## src/rtl/mario_pkg.sv

```systemverilog
// Shared definitions for the Mario colour mixer: the palette address layout,
// the RGB slice layout and the default download region.
package mario_pkg;

  localparam logic [8:0] PAL_BASE_DEF = 9'h1F0;
  localparam int         PAL_AW       = 8;
  localparam int         PAL_DW       = 8;

  // Palette address, MSB first: {bank, src, col[3:0], vid[1:0]}
  typedef struct packed {
    logic       bank;
    logic       src;
    logic [3:0] col;
    logic [1:0] vid;
  } pal_addr_t;

  // Palette byte layout: R = [7:5], G = [4:2], B = [1:0]
  typedef struct packed {
    logic [2:0] r;
    logic [2:0] g;
    logic [1:0] b;
  } rgb_t;

  function automatic rgb_t pal_to_rgb(input logic [PAL_DW-1:0] d, input logic inv);
    logic [PAL_DW-1:0] v;
    v = inv ? ~d : d;
    return rgb_t'(v);
  endfunction

endpackage

```

## src/rtl/mario_pal_ram.sv

```systemverilog
// 256x8 palette RAM: one write port, one registered read port.
// The read is read-first, so a write to the address being read shows up on the following read.
module mario_pal_ram
  import mario_pkg::*;
(
  input  logic              I_CLK_24M,
  input  logic              I_WE,
  input  logic [PAL_AW-1:0] I_WADDR,
  input  logic [PAL_DW-1:0] I_WDATA,
  input  logic [PAL_AW-1:0] I_RADDR,
  output logic [PAL_DW-1:0] O_RDATA
);

  logic [PAL_DW-1:0] mem [2**PAL_AW];

  always_ff @(posedge I_CLK_24M) begin
    if (I_WE) begin
      mem[I_WADDR] <= I_WDATA;
    end
    O_RDATA <= mem[I_RADDR];
  end

endmodule

```

## src/rtl/mario_col_mix.sv

```systemverilog
// Sprite/background priority mixer with a palette lookup. There are two pixel stages, both
// clocked by a strobe taken from the rising edge of I_H_CNT[0].
module mario_col_mix
  import mario_pkg::*;
#(
  parameter logic [8:0] PAL_BASE   = PAL_BASE_DEF,
  parameter bit         INVERT_OUT = 1'b1
) (
  input  logic        I_CLK_24M,
  input  logic        I_RESETn,
  input  logic [9:0]  I_H_CNT,
  input  logic [3:0]  I_BG_COL,
  input  logic [1:0]  I_BG_VID,
  input  logic [3:0]  I_OBJ_COL,
  input  logic [1:0]  I_OBJ_VID,
  input  logic        I_PALBANK,
  input  logic        I_CMPBLK,
  input  logic        I_HBLANK,
  input  logic        I_VBLANK,
  input  logic [16:0] I_DLADDR,
  input  logic [7:0]  I_DLDATA,
  input  logic        I_DLWR,
  output logic [2:0]  O_R,
  output logic [2:0]  O_G,
  output logic [1:0]  O_B,
  output logic        O_HBLANK,
  output logic        O_VBLANK
);

  logic        h0_q;
  logic        pix_ce;
  pal_addr_t   sel_addr;
  pal_addr_t   s1_addr;
  logic        s1_blank;
  logic        s1_hb;
  logic        s1_vb;
  logic [7:0]  pal_q;
  rgb_t        rgb;
  logic        pal_we;
  logic        unused_hcnt;

  assign unused_hcnt = ^I_H_CNT[9:1];

  // pix_ce is a single-cycle advance with no backpressure. Every pipeline register moves
  // only when it is high, and it is high on the cycle after I_H_CNT[0] is sampled going from 0 to 1.
  always_ff @(posedge I_CLK_24M or negedge I_RESETn) begin
    if (!I_RESETn) begin
      h0_q   <= 1'b0;
      pix_ce <= 1'b0;
    end else begin
      h0_q   <= I_H_CNT[0];
      pix_ce <= I_H_CNT[0] & ~h0_q;
    end
  end

  // A nonzero sprite pixel wins. Otherwise the background is used, even when it is transparent.
  always_comb begin
    sel_addr      = '0;
    sel_addr.bank = I_PALBANK;
    if (I_OBJ_VID != 2'd0) begin
      sel_addr.src = 1'b1;
      sel_addr.col = I_OBJ_COL;
      sel_addr.vid = I_OBJ_VID;
    end else begin
      sel_addr.src = 1'b0;
      sel_addr.col = I_BG_COL;
      sel_addr.vid = I_BG_VID;
    end
  end

  assign pal_we = I_DLWR && (I_DLADDR[16:8] == PAL_BASE);

  mario_pal_ram u_pal (
    .I_CLK_24M (I_CLK_24M),
    .I_WE      (pal_we),
    .I_WADDR   (I_DLADDR[7:0]),
    .I_WDATA   (I_DLDATA),
    .I_RADDR   (s1_addr),
    .O_RDATA   (pal_q)
  );

  assign rgb = pal_to_rgb(pal_q, INVERT_OUT);

  always_ff @(posedge I_CLK_24M or negedge I_RESETn) begin
    if (!I_RESETn) begin
      s1_addr  <= '0;
      s1_blank <= 1'b1;
      s1_hb    <= 1'b1;
      s1_vb    <= 1'b1;
      O_R      <= '0;
      O_G      <= '0;
      O_B      <= '0;
      O_HBLANK <= 1'b1;
      O_VBLANK <= 1'b1;
    end else if (pix_ce) begin
      s1_addr  <= sel_addr;
      s1_blank <= I_CMPBLK;
      s1_hb    <= I_HBLANK;
      s1_vb    <= I_VBLANK;
      O_R      <= s1_blank ? 3'd0 : rgb.r;
      O_G      <= s1_blank ? 3'd0 : rgb.g;
      O_B      <= s1_blank ? 2'd0 : rgb.b;
      O_HBLANK <= s1_hb;
      O_VBLANK <= s1_vb;
    end
  end

endmodule

```

## config.mk

```make
export PLATFORM = sky130hd
export DESIGN_NAME = mario_col_mix
export DESIGN_NICKNAME = d
export VERILOG_FILES = /design/src/rtl/mario_pkg.sv /design/src/rtl/mario_pal_ram.sv /design/src/rtl/mario_col_mix.sv
export SDC_FILE = /design/constraint.sdc
export NUM_CORES = 2
export LEC_CHECK = 0
export BUFFER_PORTS_ARGS = -buffer_cell sky130_fd_sc_hd__buf_2
export CELL_PAD_IN_SITES_DETAIL_PLACEMENT = 0
export CELL_PAD_IN_SITES_GLOBAL_PLACEMENT = 1
export CORE_ASPECT_RATIO = 0.7
export CORE_MARGIN = 2
export CORE_UTILIZATION = 27
export DETAILED_ROUTE_END_ITERATION = 12
export PLACE_DENSITY_LB_ADDON = 0.1
export SLEW_MARGIN = 20
export SYNTH_ARGS = -nofsm -noshare
export SYNTH_HDL_FRONTEND = slang
export SYNTH_HIERARCHICAL = 1
export SYNTH_SLANG_ARGS = --single-unit
```

## constraint.sdc

```tcl
create_clock -name I_CLK_24M -period 4.7 [get_ports I_CLK_24M]
set_clock_uncertainty 0.2 [all_clocks]
set_input_delay 0.705 -clock I_CLK_24M [delete_from_list [all_inputs] [get_ports I_CLK_24M]]
set_output_delay 0.705 -clock I_CLK_24M [all_outputs]
set_load 0.03 [all_outputs]
```

==> out/results.tsv <==
stage	metric	value	unit
outcome	outcome	completed	
worst_setup_path	reg-to-reg endpoint	u_pal/O_RDATA[1]$_DFF_P_	
detailed_routing	first drt pass iteration count	5	
cells_and_area	share of layout cells above drive strength 1	0.290	
detailed_routing	Via density	4.82	
clocking	root buf cell	clkbuf_16	
clocking	clock-pin slew on the worst setup and hold paths	60	ps
yosys	Synth area leader	edfxtp_1	
cells_and_area	fin nets	4369	
power_and_ir_drop	leakage	0.0303	uW
clocking	CTS tree	built	
yosys	Post-synth ARST share	0.0111	
yosys	syn_nets	3867	
yosys	Distinct cells, synth	62	
cells_and_area	most common cell after layout, fill and taps aside	edfxtp_1	
detailed_routing	initial drt markers	4346	
grt	grt ovf	0	
worst_setup_path	Arr. time, crit path	4590	ps
timing	Slew Limit Fails	0	
clocking	Clock Tree Buf Depth	4	
yosys	top cells by area, synth	edfxtp_1 (76%), mux4_2 (13%), mux2i_1 (1.7%)	
placed_design	IO Port Bufs	54	
clocking	post-CTS resize count	0	
worst_setup_path	Crit. Startpoint	s1_addr[0]$_DFFE_PN0P_	
timing	Final Setup Violations	0	
grt	initial antenna violation count	31	
yosys	Synth Flop Type	edfxtp_1	
cells_and_area	P&R area growth vs syn	18.4	%
yosys	synthesized area	80500	sq um
detailed_routing	via count	40754	
timing	final setup TNS	0	ps
placed_design	worst slack, placed	602	ps
placed_design	RePlAce Congestion	0.774	
clocking	CTS Buf Count	220	
job	maxcap violations	0	
clocking	Setup Buffers After CTS	0	
worst_setup_path	startpoint types	flip-flop	
worst_setup_path	CP Capture Type	flip-flop	
grt	largest net degree at the start of global routing	113	
clocking	clk_lat worst skew	890	ps
grt	gr usage total	0.169	
clocking	htree depth	4	
detailed_routing	ANT nets after route	0	
worst_setup_path	CP Buf/Inv Count	4	
die	die area	303000	sq um
timing	RSZ-0062 raised after global routing	false	
timing	post-layout worst setup margin	651	ps
worst_setup_path	worst setup path category	flip-flop to flip-flop	
worst_setup_path	Worst Setup EP	u_pal/O_RDATA[1]$_DFF_P_	
worst_setup_path	CP peak stage delay	800	ps
die	Initial Util	0.272	
grt	vias in the first global route	41008	
yosys	Cells after Synth	3813	
yosys	Seq/Total Area, Yosys	0.773	
die	Core Rows	167	
yosys	Yosys top cell area share	0.764	
hold_path	Min-Delay Path Class	input pin to flip-flop	
worst_setup_path	CP required	5250	ps
worst_setup_path	CP max stage cell	nor3_1	
die	io pins	64	
worst_setup_path	R2R setup slack	650	ps
yosys	Seq cells post-synth	2079	
power_and_ir_drop	Peak VDD IR	0.325	mV
detailed_routing	DR WL/cell	30.6	microns
worst_setup_path	Crit Path Max Fanout	29	
die	Die Ht	461	microns
worst_setup_path	delay-heaviest family, CP	simple AND/OR/NAND/NOR gates	
die	die width	657	microns
yosys	EDFF count, synth	2048	
timing	final hold vios	0	
power_and_ir_drop	Power Dens Cells	444	nW/um^2
worst_setup_path	CP Cell Sequence	buf_12, buf_12, buf_4, mux2i_1, o221ai_1, a21oi_1, nor3_1, nor4_1, buf_4, nor4_1	
placed_design	dpl hpwl	164	mm
worst_setup_path	FF-to-FF path depth	10	
cells_and_area	most frequent cells in the layout	edfxtp_1 (2048), mux4_2 (454), buf_4 (404), nor2_1 (294), clkbuf_16 (221)	
timing	Slew HR	0.207	
detailed_routing	WL final	259	mm
timing	Worst Max-Slew Pin Slew	1190	ps
timing	Tcrit/Tclk final	0.861	
yosys	Synth Area per Inst	21.1	sq um
yosys	Synth Warn #	6	
cells_and_area	Fillers	28472	
die	Core Area	296000	sq um
cells_and_area	Util after Layout	0.322	
clocking	Sink Count	2079	
timing	maximum clock rate	247	MHz
grt	global-route wire length before repair	354	mm
timing	clock period minus worst slack	4050	ps
worst_setup_path	FF-to-FF Start	s1_addr[0]$_DFFE_PN0P_	
detailed_routing	# DRC	0	
timing	WHS	55.6	ps
worst_setup_path	WP depth	10	
worst min path at each step:
| stage | end | slack [ps] | cells after the start | from |
|---|---|---|---|---|
| after global routing | s1_addr[6]$_DFFE_PN0P_ | 60 | 3 | I_OBJ_VID[0] |
| after CTS | s1_addr[6]$_DFFE_PN0P_ | 0.9 | 3 | I_OBJ_VID[0] |
| after global placement | pix_ce$_DFF_PN0_ | 180 | 1 | h0_q$_DFF_PN0_ |
| after detailed placement | pix_ce$_DFF_PN0_ | 190 | 1 | h0_q$_DFF_PN0_ |
| after floorplan | pix_ce$_DFF_PN0_ | 180 | 1 | h0_q$_DFF_PN0_ |
| final | u_pal/mem[81][4]$_DFFE_PP_ | 60 | 1 | I_DLDATA[4] |
report_power, final:
part	switching [uW]	internal, uW
combinational	2950	1690
sequential	184	20400
clock	7400	9640
through the flow:
step                area [sq um]  instances  total power (uW)
detailed placement         88300       8045             25700
global route               95400       8458             43800
floorplan                  80500       3813             23300
CTS                        95400       8457             43000
finish                     95400       8461             42300
global placement           88300       8045             25700
synthesized netlist by cell type, drive strengths merged (2+ instances only):
master	n
edfxtp	2048
o22ai	28
nor3	23
a221oi	14
a311oi	2
or2	4
buf	126
o32ai	5
a22o	8
dfstp	5
nor2	297
nand3b	2
o221ai	47
a211oi	16
mux2i	134
nand3	34
nand2b	10
nor2b	32
or3b	5
nor4	27
dfxtp	8
o22a	5
dfrtp	18
and2	6
o211ai	10
nand4	11
and3b	2
nand2	34
o21ai	16
a22oi	133
mux2	15
mux4	456
clkbuf	111
a21oi	96
inv	3
a31oi	9
a2111oi	5
area by class of cell:
class                   instances  area [sq um]  share of cell area
well taps                    3971          4970              0.0521
clock buffers                 272          5770              0.0605
repair buffers                517          4370              0.0459
diodes                          4          10.0            0.000105
clock inverters               121          1050              0.0110
inverters                       4          15.0            0.000157
flip-flops and latches       2079         62300               0.653
multi-input cells            1493         16900               0.177
state kept, by name, indices dropped and copies added, names as in the netlist:
| name | cells |
|---|---|
| O_VBLANK | 1 |
| s1_hb | 1 |
| u_pal/mem | 2048 |
| s1_vb | 1 |
| O_G | 3 |
| h0_q | 1 |
| O_R | 3 |
| u_pal/O_RDATA | 8 |
| O_HBLANK | 1 |
| O_B | 2 |
| s1_blank | 1 |
| pix_ce | 1 |
| s1_addr | 8 |
worst register-to-register path: cells and delay by family, from the launching register on:
| family | cells | cell delay (ps) |
|---|---|---|
| AO/OA/AOI/OAI | 2 | 400 |
| buffers and inverters | 4 | 1150 |
| flip-flops | 1 | 700 |
| multiplexers | 1 | 120 |
| AND/OR/NAND/NOR | 3 | 1350 |
timing repair:
action                                  CTS  global route
hold endpoints to repair                 31             0
hold buffers                             19             0
endpoints found under the setup margin    0             0
layer usage:
layer  vias to the layer above  part of all wire  global-route usage
met5                         -                 0                   0
met4                         0             0.018              0.0343
met3                       281             0.048              0.0234
met2                      1065              0.42               0.241
met1                     22400              0.51               0.269
li1                      17008                 -                   -
kinds of logic after synthesis:
family / share of synthesized area
AOI/OAI and AO/OA: 0.0346
buffers and inverters: 0.0185
DFF: 0.773
muxes: 0.146
and+or+nand+nor: 0.0277
No activity file was read; power rests on OpenSTA's default activity.
